**config.mk**
```make
export PLATFORM = sky130hd
export DESIGN_NAME = loop_capture_buf_flat
export DESIGN_NICKNAME = d
export VERILOG_FILES = /design/src/rtl/loop_capture_buf_if.sv /design/src/rtl/loop_capture_buf.sv /design/src/flat_wrapper.sv
export SDC_FILE = /design/constraint.sdc
export NUM_CORES = 1
export LEC_CHECK = 0
export CAP_MARGIN = 15
export CORE_MARGIN = 2
export CORE_UTILIZATION = 45
export CTS_CLUSTER_DIAMETER = 150
export DETAILED_ROUTE_END_ITERATION = 10
export DONT_BUFFER_PORTS = 1
export GPL_TIMING_DRIVEN = 1
export HOLD_SLACK_MARGIN = 0.12
export SYNTH_ARGS = -nofsm -noshare
export SYNTH_HDL_FRONTEND = slang
export SYNTH_SLANG_ARGS = --single-unit
export TNS_END_PERCENT = 30
```
**constraint.sdc**
```tcl
create_clock -name clk -period 2 [get_ports clk]
set_clock_uncertainty 0.05 [all_clocks]
set_input_delay 0.4 -clock clk [delete_from_list [all_inputs] [get_ports clk]]
set_output_delay 0.4 -clock clk [all_outputs]
set_load 0.01 [all_outputs]
```
**src/rtl/loop_capture_buf_if.sv**
```systemverilog
// loop_capture_buf_if: control, status and read-port bundle for loop_capture_buf.
//   master modport: drives enable/limit/mode/start/stop/clear/rd_addr, observes status.
//   slave modport : the capture buffer; drives rd_data/cnt/busy/done/wr_ptr/wrapped.
interface loop_capture_buf_if #(
    parameter int unsigned WIDTH = 4,
    parameter int unsigned DEPTH = 8
);
    localparam int unsigned AW = $clog2(DEPTH);

    logic             enable;
    logic [WIDTH-1:0] limit;
    logic             mode;
    logic             start;
    logic             stop;
    logic             clear;
    logic [AW-1:0]    rd_addr;
    logic [WIDTH-1:0] rd_data;
    logic [WIDTH-1:0] cnt;
    logic             busy;
    logic             done;
    logic [AW-1:0]    wr_ptr;
    logic             wrapped;

    modport master (
        output enable, limit, mode, start, stop, clear, rd_addr,
        input  rd_data, cnt, busy, done, wr_ptr, wrapped
    );

    modport slave (
        input  enable, limit, mode, start, stop, clear, rd_addr,
        output rd_data, cnt, busy, done, wr_ptr, wrapped
    );
endinterface

```
**src/rtl/loop_capture_buf.sv**
```systemverilog
// loop_capture_buf: wrap-limited up-counter sampled into a DEPTH-entry buffer.
//   clk  : clock, all state on rising edge
//   rstn : asynchronous active-low reset
//   bus  : loop_capture_buf_if.slave
//          inputs  enable, limit, mode (0 one-shot / 1 circular), start, stop, clear, rd_addr
//          outputs rd_data (registered read), cnt, busy, done, wr_ptr, wrapped
// Edge priority: clear > start/stop > capture write.
module loop_capture_buf #(
    parameter int unsigned WIDTH = 4,
    parameter int unsigned DEPTH = 8
) (
    input  logic                  clk,
    input  logic                  rstn,
    loop_capture_buf_if.slave     bus
);
    localparam int unsigned AW = $clog2(DEPTH);

    typedef enum logic [1:0] {StIdle, StCapture, StDone} state_e;

    state_e           state_q, state_d;
    logic [WIDTH-1:0] cnt_q, cnt_d;
    logic [AW-1:0]    wr_ptr_q, wr_ptr_d;
    logic             wrapped_q, wrapped_d;
    logic             mode_q, mode_d;
    logic [WIDTH-1:0] mem_q [DEPTH];
    logic [WIDTH-1:0] rd_data_q;
    logic             we;
    logic             mem_clr;

    // Free-running counter, independent of the capture control.
    always_comb begin
        cnt_d = cnt_q;
        if (bus.enable) begin
            cnt_d = (cnt_q >= bus.limit) ? '0 : cnt_q + WIDTH'(1);
        end
    end

    always_comb begin
        state_d   = state_q;
        wr_ptr_d  = wr_ptr_q;
        wrapped_d = wrapped_q;
        mode_d    = mode_q;
        we        = 1'b0;
        mem_clr   = 1'b0;
        if (bus.clear) begin
            mem_clr   = 1'b1;
            state_d   = StIdle;
            wr_ptr_d  = '0;
            wrapped_d = 1'b0;
        end else begin
            unique case (state_q)
                StIdle, StDone: begin
                    // Start wins over a simultaneous stop here; the start edge never writes.
                    if (bus.start) begin
                        state_d   = StCapture;
                        wr_ptr_d  = '0;
                        wrapped_d = 1'b0;
                        mode_d    = bus.mode;
                    end
                end
                StCapture: begin
                    if (bus.enable) begin
                        we       = 1'b1;
                        wr_ptr_d = wr_ptr_q + AW'(1);
                        if (wr_ptr_q == AW'(DEPTH - 1)) begin
                            if (mode_q) begin
                                wrapped_d = 1'b1;
                            end else begin
                                state_d = StDone;
                            end
                        end
                    end
                    // The write qualified on this edge still lands before stopping.
                    if (bus.stop) begin
                        state_d = StDone;
                    end
                end
                default: state_d = StIdle;
            endcase
        end
    end

    always_ff @(posedge clk or negedge rstn) begin
        if (!rstn) begin
            state_q   <= StIdle;
            cnt_q     <= '0;
            wr_ptr_q  <= '0;
            wrapped_q <= 1'b0;
            mode_q    <= 1'b0;
        end else begin
            state_q   <= state_d;
            cnt_q     <= cnt_d;
            wr_ptr_q  <= wr_ptr_d;
            wrapped_q <= wrapped_d;
            mode_q    <= mode_d;
        end
    end

    // Buffer and read register. A read of the address being written returns the old entry.
    always_ff @(posedge clk or negedge rstn) begin
        if (!rstn) begin
            for (int i = 0; i < DEPTH; i++) begin
                mem_q[i] <= '0;
            end
            rd_data_q <= '0;
        end else begin
            if (mem_clr) begin
                for (int i = 0; i < DEPTH; i++) begin
                    mem_q[i] <= '0;
                end
            end else if (we) begin
                mem_q[wr_ptr_q] <= cnt_q;
            end
            rd_data_q <= mem_q[bus.rd_addr];
        end
    end

    assign bus.rd_data = rd_data_q;
    assign bus.cnt     = cnt_q;
    assign bus.busy    = (state_q == StCapture);
    assign bus.done    = (state_q == StDone);
    assign bus.wr_ptr  = wr_ptr_q;
    assign bus.wrapped = wrapped_q;
endmodule
```
**src/flat_wrapper.sv**
```systemverilog
// flat-port wrapper written by rule: the top's interface ports become plain ports
module loop_capture_buf_flat 
#(
    parameter int unsigned WIDTH = 4,
    parameter int unsigned DEPTH = 8
)
  (clk, rstn, bus_enable, bus_limit, bus_mode, bus_start, bus_stop, bus_clear, bus_rd_addr, bus_rd_data, bus_cnt, bus_busy, bus_done, bus_wr_ptr, bus_wrapped);
  loop_capture_buf_if #(.WIDTH(WIDTH), .DEPTH(DEPTH)) bus_i ();
  input  logic clk;
  input  logic rstn;
  input wire logic [$bits(bus_i.enable)-1:0] bus_enable;
  input wire logic [$bits(bus_i.limit)-1:0] bus_limit;
  input wire logic [$bits(bus_i.mode)-1:0] bus_mode;
  input wire logic [$bits(bus_i.start)-1:0] bus_start;
  input wire logic [$bits(bus_i.stop)-1:0] bus_stop;
  input wire logic [$bits(bus_i.clear)-1:0] bus_clear;
  input wire logic [$bits(bus_i.rd_addr)-1:0] bus_rd_addr;
  output wire logic [$bits(bus_i.rd_data)-1:0] bus_rd_data;
  output wire logic [$bits(bus_i.cnt)-1:0] bus_cnt;
  output wire logic [$bits(bus_i.busy)-1:0] bus_busy;
  output wire logic [$bits(bus_i.done)-1:0] bus_done;
  output wire logic [$bits(bus_i.wr_ptr)-1:0] bus_wr_ptr;
  output wire logic [$bits(bus_i.wrapped)-1:0] bus_wrapped;
  assign bus_i.enable = bus_enable;
  assign bus_i.limit = bus_limit;
  assign bus_i.mode = bus_mode;
  assign bus_i.start = bus_start;
  assign bus_i.stop = bus_stop;
  assign bus_i.clear = bus_clear;
  assign bus_i.rd_addr = bus_rd_addr;
  assign bus_rd_data = bus_i.rd_data;
  assign bus_cnt = bus_i.cnt;
  assign bus_busy = bus_i.busy;
  assign bus_done = bus_i.done;
  assign bus_wr_ptr = bus_i.wr_ptr;
  assign bus_wrapped = bus_i.wrapped;
  loop_capture_buf #(.WIDTH(WIDTH), .DEPTH(DEPTH)) u_core (.clk(clk), .rstn(rstn), .bus(bus_i));
endmodule
```
==> results of run 1 <==
==> through the flow <==
stage	worst slack (ns)	cells	util [%]	area, um2	power [mW]
after floorplan	0.162	206	-	2380	1.35
after global placement	0.188	270	48.2	2460	1.45
after detailed placement	0.124	270	48.2	2460	1.47
after CTS	0.0533	279	50.6	2580	2.02
after global routing	0.0996	282	51.2	2620	2.13
final	0.175	282	51.2	2620	2.01
==> worst reg2reg max path: cells and delay by family, from the launching register on <==
family	cells	cell delay, ns
flops	1	0.39
simple gates	3	1.04
mux	1	0.21
==> kinds of logic (layout without fill, tap and decap cells) <==
logic type | count (synthesis) | in the layout
flops | 47 | 47
mux | 45 | 45
compound gates | 18 | 18
buf+inv | 25 | 31
simple gates | 64 | 64
fa+ha+maj | 7 | 7
==> cells in the mapped netlist, drive strengths merged <==
master   number  share of area, %
a211oi        1              0.53
a21o          2              0.63
a21oi         3              0.63
a2bb2oi       1              0.37
a31oi         1              0.26
and2b         2              0.63
buf           8               1.7
clkbuf        7               1.2
dfrtp        47                49
ha            7               3.7
inv          10               1.6
mux2          5               2.4
mux2i        32                13
mux4          8               7.6
nand2         8               1.3
nand2b        2              0.53
nand3         1              0.21
nand4b        1              0.37
nor2         39               6.2
nor3          2              0.42
nor3b         2              0.63
nor4          3               2.1
nor4b         1              0.63
o2111ai       1              0.37
o211ai        1              0.32
o21a          1              0.32
o21ai         5               1.1
o22ai         2              0.53
or4           2              0.63
or4b          1              0.42
==> worst max-delay path by stage <==
stage                                  from                 to  slack, ns  cells past startpoint
after detailed placement  u_core.state_q[1]   u_core.mem_q[11]       0.12                      5
final                     u_core.state_q[1]   u_core.mem_q[23]       0.17                      4
after CTS                 u_core.state_q[1]   u_core.mem_q[11]       0.05                      5
after global routing      u_core.state_q[1]   u_core.mem_q[23]        0.1                      4
after floorplan           u_core.bus.cnt[0]  u_core.bus.cnt[2]       0.16                      7
after global placement    u_core.state_q[1]   u_core.mem_q[21]       0.19                      4
==> sequential cells by signal, summed over array words and instances (netlist names) <==
name                flops
u_core.mem_q           32
u_core.bus.cnt          4
u_core.bus.rd_data      4
u_core.bus.wr_ptr       3
u_core.state_q          2
u_core.bus.wrapped      1
u_core.mode_q           1
==> area by class of cell <==
cell class              instances  area [um2]
fillers                       475        2490
repair buffers                 15         145
clock buffers                   6        72.6
well taps                      70        87.6
flip-flops and latches         47        1180
multi-input cells             134        1100
inverters                      10        37.5
==> report_power, final <==
part / internal [mW] / total (mW) / switching, mW
Clock: 0.233 / 0.515 / 0.282
Sequential: 0.997 / 1.03 / 0.0303
Combinational: 0.170 / 0.463 / 0.294
Total: 1.40 / 2.01 / 0.606
==> layer usage <==
layer / vias up / part of all wire (%) / GRT usage, %
li1: 727 / - / -
met1: 785 / 45 / 25.1
met2: 39 / 48 / 28.9
met3: 6 / 5.5 / 5.18
met4: 0 / 1.1 / 5.27
met5: - / 0 / 0
==> what timing repair did <==
item,4_1_cts,5_1_grt
endpoints found under the setup margin,0,7
setup buffers,0,2
endpoints found under the hold margin,81,0
hold buffers,3,0
resized for setup,0,1
==> metrics.md, run 1 <==
| Metric | Value |
|---|---|
| DRC | 0 |
| Core ar. | 5110 um2 |
| Reg2reg setup slack | 0.17 ns |
| Crit-path max FO | 10 |
| Crit path arrival time | 1.92 ns |
| Worst-margin pin slew | between 0.6 and 0.7 ns |
| CTS tree | yes |
| Commonest non-fill, non-tap cell in the layout | dfrtp_1 |
| Final worst-path cycle share | 91.3% |
| Largest net degree at the start of global routing | 48 |
| Number of diodes | 0 |
| Main combinational cell family by area after synthesis | multiplexers |
| Mapped Nets | 227 |
| Sequential area share after synthesis | about 50% |
| Status | completed |
| Multiplexer area fraction after synthesis | 23.4% |
| Slew margin rel. | a little under 60% |
| Nets | around 230 |
| Syn-to-layout area delta | 10.1% |
| Pwr per Cell Area | 767 nW/um2 |
| Initial antenna violation count | 0 |
| First-pass GRT wire length | ~8.4 mm |
| Avg Vias per Cell | 5.52 |
| Critical Path Start Type | register |
| Synth Area in Compound Gates | ~5.0% |
| H-tree levels | 2 |
| Final hold violations | 0 |
| Die W | 76.7 um |
| # setup viols final | 0 |
| Critical-path cell list | nand2b_2 > or4b_1 > mux2i_1 > nor2_1 |
| Min-delay src | bus_enable |
| Worst reg-to-reg path cell count | 4 |
| Yosys cell types | 35 |
| Ports | 28 |
| DRT iter0 DRCs | 143 |
| CTS Buf Count | 5 |
| Critical path's slowest cell | or4b_1 |
| WL final | 4.84 mm |
| Hold WC Path Type | input pin to register |
| Buf/Inv on CP | 0 |
| WHS Path Cells | 1 |
| MaxCap Viol Count | 0 |
| Mean area per synthesized cell | approximately 12 um2 |
| Area share of fa/ha/maj cells after synthesis | 3.68% |
| WP data required | 2.10 ns |
| Total GRT Usage | 18.4% |
| Fmax | 0.548 GHz |
| Yosys warns | 0 |
| RSZ-0062 raised after global routing | false |
| Initial core utilization | 46.5% |
| Routed Antenna Nets | 0 |
| Max-slew violations | 0 |
| FP Rows | 26 |
| Most frequent cells in the layout | 47 x dfrtp_1, 39 x nor2_1, 32 x mux2i_1 |
| DIE HEIGHT | 76.7 um |
| DP HPWL | roughly 3.4 mm |
| Routability congestion estimate | between 0.7 and 0.8 |
| GRT overflow | 0 |
| Biggest cell delay along the critical path | 0.70 ns |
| Port Buf Inserts | 0 |
| Worst-Skew Late Latency | 0.29 ns |
| Setup_tns | 0 ns |
| CTS max path bufs | 2 |
| Worst-path clk slew | 0.08 ns |
| RR Endpoint | u_core.mem_q[23] |
| Post-Synth XOR/XNOR Area | 0% |
| Root Driver | clkbuf_8 |
| Simple logic cell fraction of the synthesized area | 13.9% |
| Clock sinks | between 40 and 50 |
| WL per Instance | 17.2 um |
| Crit path kind | register to register |
| Router iterations before antenna repair | 4 |
| Mapped Cells | 206 |
| CP delay by family, top | simple AND/OR/NAND/NOR gates |
| Cell Area, Synth | 2380 um2 |
| Final hold slack | between 0.15 and 0.2 ns |
| Fraction of layout cells with a size suffix above 1 | between 15 and 20% |
| Crit path time final | roughly 1.8 ns |
| Yosys reg bits | 47 |
| Routed vias | about 1600 |
| Worst setup EP type | register |
| Peak supply drop | 0.000497 V |
| Die ar. | ~5900 um2 |
| Worst Hold Endpoint | u_core.bus.cnt[1] |
| Worst R2R Start | u_core.state_q[1] |
| Vias in the first global route | 1637 |
| Pleak | 1.24 nW |
No activity file was read; power rests on OpenSTA's default activity.
==> run 2: changes to the inputs <==
CAP_MARGIN = 20   (was 15)
CORE_MARGIN = unset   (was 2)
==> metrics.md, run 2 (same netlist as run 1, synthesis figures left out) <==
| Metric | Value |
|---|---|
| Status | completed (unchanged) |
| Crit path arrival time | 2.05 ns (was 1.92 ns) |
| CTS tree | yes (unchanged) |
| Max-slew violations | 0 (unchanged) |
| Worst Hold Endpoint | u_core.bus.cnt[3] (was u_core.bus.cnt[1]) |
| RR Endpoint | u_core.mem_q[23] (unchanged) |
| Initial antenna violation count | 0 (unchanged) |
| RSZ-0062 raised after global routing | false (unchanged) |
| Logic pwr share | 22.0% (was 23.1%) |
| Initial core utilization | 46.5% (unchanged) |
| First-pass GRT wire length | 7.82 mm (was 8.43 mm) |
| DRT iter0 DRCs | 129 (was 143) |
| Router iterations before antenna repair | 4 (unchanged) |
| Critical Path Start Type | register (unchanged) |
| Clock sinks | 47 (unchanged) |
| Sw frac | 30.4% (was 30.2%) |
| Routability congestion estimate | 0.798 (was 0.790) |
| CTS max path bufs | 2 (unchanged) |
| Worst setup EP type | register (unchanged) |
| Final hold slack | 0.163 ns (was 0.168 ns) |
| DRC | 0 (unchanged) |
| Layout Cells excl Fill | 280 (was 282) |
| FP Rows | 26 (unchanged) |
| Power Total | 2.06 mW (was 2.01 mW) |
| Pwr per Cell Area | 792 nW/um2 (was 767 nW/um2) |
| Fmax | 0.525 GHz (was 0.548 GHz) |
| Final worst-path cycle share | 95.3% (was 91.3%) |
| Vias in the first global route | 1542 (was 1637) |
| Routed Antenna Nets | 0 (unchanged) |
| WHS Path Cells | 1 (unchanged) |
| DIE HEIGHT | 74.7 um (was 76.7 um) |
| Total GRT Usage | 19.4% (was 18.4%) |
| Max Used Layer | met4 (unchanged) |
| Min-delay src | bus_enable (unchanged) |
| DP HPWL | 3.42 mm (was 3.40 mm) |
| Post-place setup slack | 0.0804 ns (was 0.124 ns) |
| DR WL met3 | 196 um (was 268 um) |
| Most frequent cells in the layout | 47 x dfrtp_1, 39 x nor2_1, 32 x mux2i_1 (unchanged) |
| WP data required | 2.14 ns (was 2.10 ns) |
| Setup_tns | 0 ns (unchanged) |
| Switch Pwr | 0.627 mW (was 0.606 mW) |
| MaxCap Viol Count | 0 (unchanged) |
| Routed vias | 1529 (was 1557) |
| Crit path time final | 1.91 ns (was 1.83 ns) |
| Most flops, register | u_core.mem_q (unchanged) |
| Met2 wire length | 2.35 mm (was 2.32 mm) |
| H-tree levels | 2 (unchanged) |
| Avg Vias per Cell | 5.46 (was 5.52) |
| Worst-Skew Late Latency | 0.30 ns (was 0.29 ns) |
| WL per Instance | 17.2 um (about the same) |
| Commonest non-fill, non-tap cell in the layout | dfrtp_1 (unchanged) |
| Inst Count DP | 270 (unchanged) |
| Final hold violations | 0 (unchanged) |
| Peak supply drop | 0.000543 V (was 0.000497 V) |
| Met1 wire length | 2.21 mm (was 2.20 mm) |
| Reg2reg setup slack | 0.09 ns (was 0.17 ns) |
| Pleak | 1.24 nW (about the same) |
| WL final | 4.81 mm (was 4.84 mm) |
| Clock Power Share | 28.2% (was 25.7%) |
| Worst R2R Start | u_core.state_q[1] (unchanged) |
| Largest register FFs | 32 (unchanged) |
| Number of diodes | 0 (unchanged) |
| Nets | 231 (was 234) |
| Final setup margin | 0.0935 ns (was 0.175 ns) |
| Core ar. | 5110 um2 (unchanged) |
| # setup viols final | 0 (unchanged) |
| Worst-margin pin slew | 0.502 ns (was 0.612 ns) |
| Slew margin rel. | 66.3% (was 59.1%) |
| Fraction of layout cells with a size suffix above 1 | 17.1% (was 17.5%) |
| Hold WC Path Type | input pin to register (unchanged) |
| Crit-path max FO | 10 (unchanged) |
| CTS resizes | 0 (unchanged) |
| Largest net degree at the start of global routing | 48 (unchanged) |
| CTS Buf Count | 5 (unchanged) |
| Die W | 74.7 um (was 76.7 um) |
| Crit path kind | register to register (unchanged) |
| Port Buf Inserts | 0 (unchanged) |
| Syn-to-layout area delta | 9.74% (was 10.1%) |
| Worst-path clk slew | 0.09 ns (was 0.08 ns) |
| Ports | 28 (unchanged) |
| Root Driver | clkbuf_8 (unchanged) |
| Flop pwr share | 49.8% (was 51.2%) |
| Die ar. | 5580 um2 (was 5880 um2) |
| Worst reg-to-reg path cell count | 4 (unchanged) |
| GRT overflow | 0 (unchanged) |
| Internal power | 1.44 mW (was 1.40 mW) |
[run 2: changes by cell type in the layout (fill, tap and decap cells not counted), sizes merged]
cell,delta
dlygate4sd3,-1
clkinv,+1
buf,-2
[run 2: final cells by class]
class / count / area (um2)
fillers: 471 / 2500
flip-flops and latches: 47 / 1180
multi-input cells: 134 / 1090
repair buffers: 12 / 125
well taps: 70 / 87.6
clock buffers: 6 / 82.6
inverters: 10 / 37.5
clock inverters: 1 / 5.00
[run 2: worst max-delay path by stage]
stage,start,endpoint,cells after the start
finish,u_core.state_q[1],u_core.mem_q[23],4
global route,u_core.state_q[1],u_core.mem_q[22],4
CTS,u_core.state_q[1],u_core.mem_q[23],4
detailed placement,u_core.state_q[1],u_core.mem_q[23],4
global placement,u_core.state_q[1],u_core.mem_q[21],4
floorplan,u_core.bus.cnt[0],u_core.bus.cnt[2],7
[run 2: per-layer routing]
metal  GRT usage, %  vias to the layer above
met5              0                        -
met4           6.29                        0
met3           5.22                        6
met2           30.5                       34
met1           26.4                      764
li1               -                      725
[run 2: power by group through the flow]
| stage | registers [mW] | logic, mW | clock network, mW |
|---|---|---|---|
| finish | 1.03 | 0.454 | 0.583 |
| detailed placement | 1.05 | 0.414 | 0 |
| global route | 1.03 | 0.511 | 0.628 |
| global placement | 1.04 | 0.403 | 0 |
| floorplan | 1.07 | 0.284 | 0 |
| CTS | 1.03 | 0.458 | 0.587 |
[run 2: metrics by stage]
stage / util (%) / cell area (um2)
after floorplan: - / 2380
after global placement: 48.2 / 2460
after CTS: 51.1 / 2610
after detailed placement: 48.2 / 2460
after global routing: 51.1 / 2610
final: 51.1 / 2610
[run 2: repair_timing]
item                      CTS  global route
buffers inserted            0             0
hold endpoints to repair   81             0
hold buffers                3             0
[run 2: critical path, cell delays in order (launching register included)]
cell	delay (ns)
dfrtp_1	0.39
nand2b_1	0.33
or4b_1	0.76
mux2i_1	0.23
nor2_1	0.05
